--- src/rtl/ex_lsu_stage_pkg.sv ---
// Shared types for the EX load/store slot: memory op kinds, access sizes,
// MMU size encodings and the orphan-drain state machine states.
package ex_lsu_stage_pkg;

    typedef enum logic [1:0] {
        MEM_NOP    = 2'd0,
        MEM_LOAD_S = 2'd1,
        MEM_LOAD_U = 2'd2,
        MEM_STORE  = 2'd3
    } mem_type_t;

    typedef enum logic [1:0] {
        MEM_BYTE = 2'd0,
        MEM_HALF = 2'd1,
        MEM_WORD = 2'd2
    } mem_size_t;

    localparam logic [1:0] MMU_SIZE_BYTE = 2'd0;
    localparam logic [1:0] MMU_SIZE_HALF = 2'd1;
    localparam logic [1:0] MMU_SIZE_WORD = 2'd2;

    typedef enum logic [0:0] {
        S_IDLE  = 1'b0,
        S_DRAIN = 1'b1
    } lsu_state_t;

    // Translate the pipeline access size into the MMU size field.
    function automatic logic [1:0] mmu_size_of(input mem_size_t size);
        logic [1:0] enc;
        case (size)
            MEM_BYTE: enc = MMU_SIZE_BYTE;
            MEM_HALF: enc = MMU_SIZE_HALF;
            MEM_WORD: enc = MMU_SIZE_WORD;
            default:  enc = MMU_SIZE_WORD;
        endcase
        return enc;
    endfunction

endpackage

--- src/rtl/ex_lsu_stage_store_align.sv ---
// Store data replication and byte-strobe generation for the MMU write port.
// Loads and non-memory ops produce an all-zero strobe.
module ex_lsu_stage_store_align
    import ex_lsu_stage_pkg::*;
(
    input  logic        is_store,
    input  mem_size_t   size,
    input  logic [1:0]  addr_lo,
    input  logic [31:0] wdata,
    output logic [31:0] mmu_wdata,
    output logic [3:0]  mmu_wstrb
);

    // Replicate the low bytes across the word and pick the lanes being written.
    always_comb begin
        mmu_wdata = wdata;
        mmu_wstrb = 4'b0000;
        case (size)
            MEM_BYTE: begin
                mmu_wdata = {4{wdata[7:0]}};
                mmu_wstrb = 4'b0001 << addr_lo;
            end
            MEM_HALF: begin
                mmu_wdata = {2{wdata[15:0]}};
                mmu_wstrb = addr_lo[1] ? 4'b1100 : 4'b0011;
            end
            MEM_WORD: begin
                mmu_wdata = wdata;
                mmu_wstrb = 4'b1111;
            end
            default: begin
                mmu_wdata = wdata;
                mmu_wstrb = 4'b0000;
            end
        endcase
        if (!is_store) begin
            mmu_wstrb = 4'b0000;
        end else begin
            mmu_wstrb = mmu_wstrb;
        end
    end

endmodule

--- src/rtl/ex_lsu_stage.sv ---
// EX-stage pipeline register for the memory slot. Forms the effective
// address, issues at most one MMU request per instruction (only when the
// instruction can leave EX on the same edge), and drains a request whose
// owner was flushed so its late data_ok never reaches a younger load.
module ex_lsu_stage
    import ex_lsu_stage_pkg::*;
(
    input  logic        clk,
    input  logic        resetn,
    input  logic        flush,
    input  logic        id_valid,
    output logic        ex_allowin,
    input  logic [31:0] id_pc,
    input  logic [31:0] id_result,
    input  logic [4:0]  id_dest,
    input  logic [31:0] id_base,
    input  logic [31:0] id_offset,
    input  logic [31:0] id_wdata,
    input  mem_type_t   id_mem_type,
    input  mem_size_t   id_mem_size,
    input  logic        alu_ready,
    input  logic        mem_stall,
    output logic        ex_valid,
    output logic        ex_both_ready,
    output logic [31:0] ex_pc,
    output logic [31:0] ex_result,
    output logic [31:0] ex_addr,
    output logic [4:0]  ex_dest,
    output mem_type_t   ex_mem_type,
    output mem_size_t   ex_mem_size,
    output logic        ex_got_data_ok,
    output logic [31:0] ex_ld_data,
    output logic        mmu_req,
    output logic        mmu_we,
    output logic [1:0]  mmu_size,
    output logic [31:0] mmu_addr,
    output logic [3:0]  mmu_wstrb,
    output logic [31:0] mmu_wdata,
    input  logic        mmu_addr_ok,
    input  logic        mmu_data_ok,
    input  logic [31:0] mmu_rdata
);

    logic        ex_valid_q,  ex_valid_d;
    logic [31:0] ex_pc_q,     ex_pc_d;
    logic [31:0] ex_result_q, ex_result_d;
    logic [4:0]  ex_dest_q,   ex_dest_d;
    logic [31:0] ex_base_q,   ex_base_d;
    logic [31:0] ex_offset_q, ex_offset_d;
    logic [31:0] ex_wdata_q,  ex_wdata_d;
    mem_type_t   ex_type_q,   ex_type_d;
    mem_size_t   ex_size_q,   ex_size_d;
    lsu_state_t  state_q,     state_d;
    logic        pend_q,      pend_d;

    logic [31:0] addr_s;
    logic        is_mem_s;
    logic        req_s;
    logic        both_ready_s;
    logic        allowin_s;

    // Address, issue gating, readiness and same-cycle response capture.
    always_comb begin
        addr_s       = ex_base_q + ex_offset_q;
        is_mem_s     = (ex_type_q != MEM_NOP);
        req_s        = ex_valid_q && is_mem_s && alu_ready && !mem_stall
                       && (state_q == S_IDLE) && !flush;
        both_ready_s = alu_ready && (!is_mem_s || (req_s && mmu_addr_ok));
        allowin_s    = !ex_valid_q || (both_ready_s && !mem_stall);
    end

    assign ex_valid       = ex_valid_q;
    assign ex_allowin     = allowin_s;
    assign ex_both_ready  = both_ready_s;
    assign ex_pc          = ex_pc_q;
    assign ex_result      = ex_result_q;
    assign ex_addr        = addr_s;
    assign ex_dest        = ex_dest_q;
    assign ex_mem_type    = ex_type_q;
    assign ex_mem_size    = ex_size_q;
    assign ex_got_data_ok = req_s && mmu_addr_ok && mmu_data_ok;
    assign ex_ld_data     = mmu_rdata;
    assign mmu_req        = req_s;
    assign mmu_we         = ex_valid_q && (ex_type_q == MEM_STORE);
    assign mmu_size       = mmu_size_of(ex_size_q);
    assign mmu_addr       = addr_s;

    ex_lsu_stage_store_align u_store_align (
        .is_store  (ex_type_q == MEM_STORE),
        .size      (ex_size_q),
        .addr_lo   (addr_s[1:0]),
        .wdata     (ex_wdata_q),
        .mmu_wdata (mmu_wdata),
        .mmu_wstrb (mmu_wstrb)
    );

    // Next-state of the EX pipeline register: flush kills, else load on allowin.
    always_comb begin
        ex_valid_d  = ex_valid_q;
        ex_pc_d     = ex_pc_q;
        ex_result_d = ex_result_q;
        ex_dest_d   = ex_dest_q;
        ex_base_d   = ex_base_q;
        ex_offset_d = ex_offset_q;
        ex_wdata_d  = ex_wdata_q;
        ex_type_d   = ex_type_q;
        ex_size_d   = ex_size_q;
        if (flush) begin
            ex_valid_d = 1'b0;
        end else if (allowin_s) begin
            ex_valid_d = id_valid;
            if (id_valid) begin
                ex_pc_d     = id_pc;
                ex_result_d = id_result;
                ex_dest_d   = id_dest;
                ex_base_d   = id_base;
                ex_offset_d = id_offset;
                ex_wdata_d  = id_wdata;
                ex_type_d   = id_mem_type;
                ex_size_d   = id_mem_size;
            end else begin
                ex_pc_d = ex_pc_q;
            end
        end else begin
            ex_valid_d = ex_valid_q;
        end
    end

    // Orphan tracking: pend follows the accepted request now owned by MEM;
    // a flush while it is pending moves to DRAIN until its data_ok arrives.
    always_comb begin
        pend_d  = pend_q;
        state_d = state_q;
        if (req_s && mmu_addr_ok && !mmu_data_ok) begin
            pend_d = 1'b1;
        end else if (mmu_data_ok) begin
            pend_d = 1'b0;
        end else begin
            pend_d = pend_q;
        end
        case (state_q)
            S_IDLE: begin
                if (flush && pend_q && !mmu_data_ok) begin
                    state_d = S_DRAIN;
                end else begin
                    state_d = S_IDLE;
                end
            end
            S_DRAIN: begin
                if (mmu_data_ok) begin
                    state_d = S_IDLE;
                end else begin
                    state_d = S_DRAIN;
                end
            end
            default: state_d = S_IDLE;
        endcase
    end

    // Pipeline register and drain FSM state.
    always_ff @(posedge clk or negedge resetn) begin
        if (!resetn) begin
            ex_valid_q  <= 1'b0;
            ex_pc_q     <= 32'd0;
            ex_result_q <= 32'd0;
            ex_dest_q   <= 5'd0;
            ex_base_q   <= 32'd0;
            ex_offset_q <= 32'd0;
            ex_wdata_q  <= 32'd0;
            ex_type_q   <= MEM_NOP;
            ex_size_q   <= MEM_BYTE;
            state_q     <= S_IDLE;
            pend_q      <= 1'b0;
        end else begin
            ex_valid_q  <= ex_valid_d;
            ex_pc_q     <= ex_pc_d;
            ex_result_q <= ex_result_d;
            ex_dest_q   <= ex_dest_d;
            ex_base_q   <= ex_base_d;
            ex_offset_q <= ex_offset_d;
            ex_wdata_q  <= ex_wdata_d;
            ex_type_q   <= ex_type_d;
            ex_size_q   <= ex_size_d;
            state_q     <= state_d;
            pend_q      <= pend_d;
        end
    end

endmodule

--- config.mk ---
export PLATFORM = sky130hd
export DESIGN_NAME = ex_lsu_stage
export DESIGN_NICKNAME = d
export VERILOG_FILES = /design/src/rtl/ex_lsu_stage_pkg.sv /design/src/rtl/ex_lsu_stage_store_align.sv /design/src/rtl/ex_lsu_stage.sv
export SDC_FILE = /design/constraint.sdc
export NUM_CORES = 1
export LEC_CHECK = 0
export BUFFER_PORTS_ARGS = -buffer_cell sky130_fd_sc_hd__buf_2
export CAP_MARGIN = 20
export CELL_PAD_IN_SITES_DETAIL_PLACEMENT = 1
export CELL_PAD_IN_SITES_GLOBAL_PLACEMENT = 1
export CORE_AREA = 2 2 173 175
export DETAILED_ROUTE_END_ITERATION = 10
export DIE_AREA = 0 0 175 177
export PLACE_DENSITY = 0.76
export SLEW_MARGIN = 40
export SYNTH_ARGS = -nofsm -noshare
export SYNTH_HDL_FRONTEND = slang
export SYNTH_HIERARCHICAL = 1
export SYNTH_SLANG_ARGS = --single-unit
--- constraint.sdc ---
create_clock -name clk -period 2.65 [get_ports clk]
set_input_delay 0.3975 -clock clk [delete_from_list [all_inputs] [get_ports clk]]
set_output_delay 0.3975 -clock clk [all_outputs]
set_load 0.01 [all_outputs]
# --- Word level (Yosys, flattened, before mapping) ---
# Index checks and enable logic that the tools add are counted.
op_classes:
  addsub: 1
  n_eq_ne: 3
  shift: 1
  mux: 12
  bitwise: 2
  n_reduce_logical: 25
ops:
  columns: ["cell", "n"]
  rows:
  - ["32-bit one-hot mux with 2 select lines", 1]
  - ["32-bit adder", 1]
  - ["1-bit logical AND", 13]
  - ["4-bit one-hot mux with 3 select lines", 1]
  - ["4-bit 2-to-1 mux", 2]
  - ["1-bit 2-to-1 mux", 6]
  - ["2-bit nonzero test", 3]
  - ["1-bit logical NOT", 5]
  - ["2-bit == test, second input constant", 2]
  - ["2-bit one-hot mux with 2 select lines", 1]
  - ["1-bit by 2-bit left shift with 4-bit output, first input constant", 1]
  - ["3-bit AND reduction", 1]
  - ["2-bit by 1-bit == test with 1-bit output, second input constant", 1]
  - ["2-bit logical NOT", 1]
  - ["1-bit logical OR", 2]
  - ["1-bit NOT", 2]
  - ["1-bit one-hot mux with 2 select lines", 1]
totals:
  ff_bits: 172
  out_inout_bits: 213
  elab_cells: 55

# --- Longest topological paths before layout ---
# Gate-level depths: netlist of run 1.
logic_depth:
  depth_word: 13
  mapped_depth: 10

# --- Hierarchy ---
# The synthesis of run 1 kept the hierarchy.
modules_own_cells:
  columns: ["mod", "instances", "cells_per_inst", "area_per_inst_um2", "seq_area_each_um2"]
  rows:
  - ["ex_lsu_stage", 1, 688, 8684.6, 4304.1]
  - ["ex_lsu_stage_store_align", 1, 66, 484.2, 0.0]

# --- Least setup slack after synthesis of run 1 ---
# Ideal clock, no wire load.
synth_path:
  path_type: "reg2out"
  startpoint: "register ex_base_q[0]"
  endpoint: "output mmu_addr[26]"
  t_arrival_ns: 2.608
  slack_ns: -0.356
  path_stages_with_launch: 11
  path_buffers: 1
  path_cell_list: "dfrtp_1 -> ha_1 -> fa_1 -> a211oi_2 -> o21bai_2 -> o2111ai_2 -> a31oi_2 -> o2111ai_2 -> a2111oi_2 -> nor3_1 -> buf_4"
synth_via:
  elab_chain_len: 1
synth_lines:
  columns: ["item", "line", "text"]
  rows:
  - ["start: declaration", "ex_lsu_stage.sv:48", "logic [31:0] ex_base_q, ex_base_d;"]
  - ["start signal: assignment", "ex_lsu_stage.sv:179", "ex_base_q <= ex_base_d;"]
  - ["32-bit adder", "ex_lsu_stage.sv:64", "addr_s = ex_base_q + ex_offset_q;"]
  - ["end: declaration", "ex_lsu_stage.sv:36", "output logic [31:0] mmu_addr,"]
# No other way between the ends.

# --- Worst setup path after layout of run 1 ---
layout_path:
  startpoint: "register ex_offset_q[0]"
  endpoint: "output mmu_addr[30]"
layout_via:
  elab_chain_len: 1
layout_lines:
  columns: ["item", "line", "text"]
  rows:
  - ["start: declaration", "ex_lsu_stage.sv:49", "logic [31:0] ex_offset_q, ex_offset_d;"]
  - ["start signal: assignment", "ex_lsu_stage.sv:180", "ex_offset_q <= ex_offset_d;"]
  - ["32-bit adder", "ex_lsu_stage.sv:64", null]
# No other way between the ends.

==> results of run 1 <==
==> worst max-delay path by stage <==
stage / from / endpoint / cells past startpoint
2_1_floorplan: ex_base_q[0] / mmu_addr[30] / 10
3_3_place_gp: ex_base_q[0] / ex_addr[30] / 10
3_5_place_dp: ex_base_q[0] / mmu_addr[30] / 10
4_1_cts: ex_offset_q[0] / mmu_addr[28] / 11
5_1_grt: ex_offset_q[0] / mmu_addr[30] / 11
6_report: ex_offset_q[0] / mmu_addr[30] / 10
==> flip-flops by register name, summed over array words and instances (netlist names) <==
name and count:
ex_dest 5, ex_mem_size 2, ex_wdata_q 32, ex_mem_type 2, ex_result 32, pend_q 1
ex_pc 32, ex_offset_q 32, ex_valid 1, ex_base_q 32, state_q 1
==> where the power goes <==
part	total, mW	switching [mW]	leakage [nW]	internal [mW]
Sequential	3.49	0.356	2.03	3.13
Combinational	6.54	3.36	3.76	3.18
Clock	2.60	1.32	0.295	1.28
==> area by class of cell <==
cell class / instances / area share, %
Antenna cell: 4 / 0.0781
Clock buffer: 17 / 3.32
Clock inverter: 15 / 1.37
Inverter: 14 / 0.410
Multi-Input combinational cell: 467 / 36.4
Sequential cell: 172 / 33.6
Tap cell: 390 / 3.81
Timing Repair Buffer: 457 / 21.0
==> timing repair <==
| action | 4_1_cts | 5_1_grt |
|---|---|---|
| gates resized for setup | 70 | 43 |
| pin swaps | 35 | 28 |
| endpoints found under the setup margin | 56 | 58 |
| hold buffers | 1 | 0 |
| cloned | 0 | 0 |
| hold endpoints to repair | 58 | 0 |
| setup buffers | 7 | 11 |
==> worst reg2reg max path: cells and delay by family (launching register included) <==
kind | cells | cell delay [ns]
AND/OR/NAND/NOR | 2 | 0.61
multiplexers | 1 | 0.47
AO/OA/AOI/OAI | 2 | 0.25
buffers and inverters | 1 | 0.33
flip-flops | 1 | 0.49
==> layer usage <==
metal / GRT usage, % / up-vias / wire length (um)
li1: - / 3354 / -
met1: 20.8 / 3642 / 11200
met2: 33.8 / 253 / 15400
met3: 5.76 / 40 / 1830
met4: 6.81 / 8 / 594
met5: 0 / - / 57
==> synthesized netlist by cell type, drive strengths merged <==
cell	instances	area [um2]
a211o	1	8.76
buf	95	693
nand2b	3	18.8
o21a	2	15.0
o21bai	9	71.3
xor2	8	70.1
nor3b	1	18.8
a21bo	1	10.0
o211ai	3	22.5
a31oi	6	50.0
a2111oi	1	15.0
o21ba	1	10.0
a21o	11	82.6
dfrtp	172	4300
and2	6	37.5
fa	1	20.0
nand2	31	119
o31ai	2	15.0
nor2	20	82.6
o2111ai	4	53.8
nor2b	2	12.5
nand4	5	31.3
clkbuf	6	22.5
o311a	1	10.0
a21oi	42	218
and3	7	48.8
nor3	9	50.1
ha	31	388
o21ai	33	173
a221o	3	30.0
mux2	185	2080
mux2i	8	80.1
a221oi	1	8.76
nand3	4	25.0
a21boi	1	7.51
xnor2	19	166
inv	14	52.6
a31o	1	8.76
a211oi	4	35.0
==> metrics by stage <==
| stage | TNS, ns | total power, mW | hold WS, ns | worst slack, ns | cells |
|---|---|---|---|---|---|
| 6_report | -27.60 | 12.6 | 0.128 | -0.774 | 1536 |
| 5_1_grt | -35.04 | 13.4 | 0.126 | -0.927 | 1535 |
| 2_1_floorplan | -1.15 | 6.97 | 0.102 | -0.261 | 754 |
| 4_1_cts | -29.85 | 12.2 | 0.101 | -0.843 | 1522 |
| 3_3_place_gp | -7.69 | 8.88 | 0.429 | -0.372 | 1484 |
| 3_5_place_dp | -9.72 | 9.03 | 0.430 | -0.429 | 1484 |
==> kinds of logic (layout without fill, tap and decap cells) <==
logic type	after synthesis	count (layout)	share of synthesized area, %
flops	172	172	46.9
xor+xnor	27	27	2.58
compound gates	127	127	9.21
buf+inv	115	503	8.38
simple gates	88	88	4.84
other cells	0	4	0
mux	193	193	23.6
fa+ha+maj	32	32	4.45
==> impl_metrics.ini, run 1 <==
[sta]
setup_violations = 56
tightest_slew_ns = 0.629
hold_viol = 0
max_freq_mhz = 292
timing.final.ws_setup_ns = -0.774
report.final.slew_viol_count = 0
finClkSkew_ns = 0.0103
rsz0062_at_grt = yes
post-route-min-period_ns = 3.42
finalCritPeriodShare_pct = 129
slew_headroom_pct = 58.1

[place]
placedInstanceArea_um2 = 11400
io_buffers = 357
finalWeightedCongestion = 0.792
dpl.hpwl_um = 22100

[floorplanning]
die_area_um2 = 31000
fp.coreArea_um2 = 29200
top_level_ports = 422
row_count = 63
initial_core_util_pct = 31.4
die_x_um = 175
die_h_um = 177

[drt]
drc = 1
wl_per_cell_um = 19.0
vias = 7297
ant_nets = 0
vias_per_cell = 4.75
drt_iter0_markers = 155
totalWireLength_um = 29100
dr.pass1.iters = 7

[layout]
area_delta_synth_final_pct = 39.7
regArea_um2 = 4300
final_cell_mix = buf_2, dfrtp_1, mux2_1
finish.instance_area_um2 = 12800
nets = 1370
layout_commonest_cell = buf_2
final_core_util_pct = 43.8
drive_above_1_share_pct = 56.1
multi_input_area_um2 = 4660
fill_cells = 3228

[synth]
yosysWarningCount = 6
syn_area_um2 = 9170
synthCells = 754
yosysUniqueCellTypes = 53
yosysSeqAreaShare_pct = 46.9
synth_area_per_cell_um2 = 12.2
syn_nets = 995
ys_seq_elements = 172

[setup_path]
crit_required_ns = 2.25
rr_startpoint = ex_mem_type[1]
cp_num_buf_inv = 1
r2r_end = ex_wdata_q[16]
worstSetupPathType = reg2out
worst-path-max-fanout = 3
crit_path_max_incr_delay_ns = 0.39
cp_data_arrival_time_ns = 3.03
crit_path_top_delay_cell = dfrtp_1
cp-start-kind = flip-flop
path_cells = ha_2, fa_2, a211oi_2, o21bai_2, o2111ai_2, a31oi_4, o2111ai_4, nand2_2, o311a_1, buf_2
rrSetupSlack_ns = 0.38
reg2reg_depth = 6
critPathTopFamily = compound AO/OA/AOI/OAI gates
worst_setup_path_end_kind = primary output

[global_routing]
grt_pass1_vias = 8066
grt_pass1_wl_um = 44600
antenna_found_initial = 7
gr-total-overflow = 0
grt_max_degree = 63
grt.total_usage_pct = 18.8

[job]
drv_cap = 0

[cts]
ctsRootBufferMaster = clkbuf_16
clock_path_buffers = 2
cts_tree = built
clk_latency_ns = 0.45
cts.clk_slew.worst_paths_ns = 0.08
numClockSinks = 172
htreeDepth = 4
cts_buffers = 17

[power_and_ir_drop]
peakVddDrop_mv = 0.493
power_density_nw_per_um2 = 986
p_leak_nw = 6.08

[min_path]
hold_start = mmu_data_ok
holdPathEnd = pend_q
hp-class = in2reg
holdPathStages = 2

[outcome]
violations = design-rule violations, negative setup slack
status = finished, violations left
No activity file was read; power rests on OpenSTA's default activity.
==> run 2, diff against run 1 <==
- PLACE_DENSITY: 0.76 -> 0.79
==> impl_metrics.ini, run 2 (synthesis results as in run 1) <==
[drt]
drt_iter0_markers = 204
drc = 0
vias = 7359
met2_length_um = 16800
dr.pass1.iters = 4
ant_nets = 0
drt-met1-wl_um = 11400
wl_per_cell_um = 19.5
wl_met3_um = 1700
totalWireLength_um = 30300
vias_per_cell = 4.74
highest_layer = met5

[sta]
setup_tns_ns = -31.00
report.final.slew_viol_count = 0
finalCritPeriodShare_pct = 131
finClkSkew_ns = 0.00910
post-route-min-period_ns = 3.48
hold_viol = 0
rsz0062_at_grt = yes
timing.final.ws_setup_ns = -0.832
slew_headroom_pct = 58.6
max_freq_mhz = 287
tightest_slew_ns = 0.622
setup_violations = 58

[setup_path]
cp-start-kind = flip-flop
worst_setup_path_end_kind = primary output
worstSetupPathType = reg2out
crit_required_ns = 2.25
worst-path-max-fanout = 4
cp_data_arrival_time_ns = 3.08

[cts]
cts_tree = built
ctsRootBufferMaster = clkbuf_16
cts_buffers = 17
numClockSinks = 172
cts.clk_slew.worst_paths_ns = 0.07
htreeDepth = 4
clock_path_buffers = 2
clk_latency_ns = 0.45

[place]
dpl.hpwl_um = 22800
io_buffers = 357
place_ws_ns = -0.481
finalWeightedCongestion = 0.838

[floorplanning]
top_level_ports = 422
die_area_um2 = 31000
initial_core_util_pct = 31.4
fp.coreArea_um2 = 29200
die_x_um = 175
row_count = 63
die_h_um = 177

[power_and_ir_drop]
p_seq_share_pct = 27.1
peakVddDrop_mv = 0.495
cell_internal_pwr_mw = 7.76
power.share.combinational_pct = 53.6
switching_share_pct = 39.6
p_leak_nw = 6.18
pwr-share-clk_pct = 19.3
power_density_nw_per_um2 = 984
p_sw_mw = 5.09

[min_path]
hp-class = in2reg

[job]
drv_cap = 0

[global_routing]
gr-total-overflow = 0
grt_max_degree = 63
grt.total_usage_pct = 19.6
grt_pass1_wl_um = 46500
grt_pass1_vias = 8195
antenna_found_initial = 5

[layout]
nets = 1387
final_cell_mix = buf_2, dfrtp_1, mux2_1
layout_commonest_cell = buf_2
area_delta_synth_final_pct = 42.3
drive_above_1_share_pct = 57.0
final_core_util_pct = 44.6

[outcome]
status = finished, violations left
violations = negative setup slack
[run 2: cell types whose count changed in the layout (fill, tap and decap cells not counted), sizes merged]
cell / previous run / this run
buf: 456 / 473
inv: 23 / 17
diode: 4 / 3
clkinv: 6 / 11
clkinvlp: 0 / 1
[run 2: layout make-up]
type                            count  area (um2)
Tap cell                          390         488
Clock inverter                     15         161
Multi-Input combinational cell    467        4720
Sequential cell                   172        4300
Inverter                           14        52.6
Fill cell                        3187       16200
Antenna cell                        3        7.51
Clock buffer                       17         425
Timing Repair Buffer              474        2890
[run 2: stage by stage]
| stage | cells | hold WS [ns] | cell area, um2 | power [mW] |
|---|---|---|---|---|
| 4_1_cts | 1539 | 0.0907 | 12700 | 12.3 |
| 2_1_floorplan | 754 | 0.102 | 9200 | 6.97 |
| 3_5_place_dp | 1491 | 0.429 | 11500 | 9.09 |
| 6_report | 1552 | 0.117 | 13000 | 12.8 |
| 3_3_place_gp | 1491 | 0.428 | 11500 | 8.91 |
| 5_1_grt | 1550 | 0.112 | 13000 | 13.7 |
[run 2: critical path: stages, from the launching register on]
cell and delay [ns]:
dfrtp_1 0.40, ha_2 0.21, fa_2 0.37, a211oi_4 0.29, o21bai_4 0.12, o2111ai_4 0.26
a31oi_4 0.14, o2111ai_4 0.29, nand2_2 0.09, o311a_1 0.32, buf_2 0.15
[run 2: power by group through the flow]
stage	logic (mW)	clock network [mW]	registers, mW
final	6.89	2.48	3.48
after global routing	7.42	2.68	3.56
after CTS	6.29	2.56	3.49
after detailed placement	5.58	0	3.51
after global placement	5.44	0	3.47
after floorplan	3.45	0	3.52
[run 2: repair_timing]
item,in CTS,in global routing
hold buffers,1,0
pin swaps,49,33
endpoints found under the hold margin,58,0
buffers inserted,17,12
gates resized for setup,80,48
setup endpoints to repair,56,60
[run 2: path summary, 6_finish.rpt]
path | startpoint | end | slack (ns) | cells past startpoint
hold reg to reg | ex_result[0] | ex_result[0] | 0.48 | 1
max in group asynchronous | resetn | ex_wdata_q[7] | 1.38 | 3
min in group asynchronous | resetn | ex_offset_q[12] | 0.51 | 2
hold / removal | mmu_data_ok | pend_q | 0.12 | 2
setup reg to reg | ex_mem_type[0] | ex_base_q[18] | 0.46 | 7
setup / recovery | ex_offset_q[0] | ex_addr[30] | -0.83 | 10
[run 2: layer usage]
metal / vias up / GRT usage, %
li1: 3404 / -
met1: 3692 / 21.2
met2: 235 / 37.2
met3: 26 / 5.26
met4: 2 / 6.04
met5: - / 0
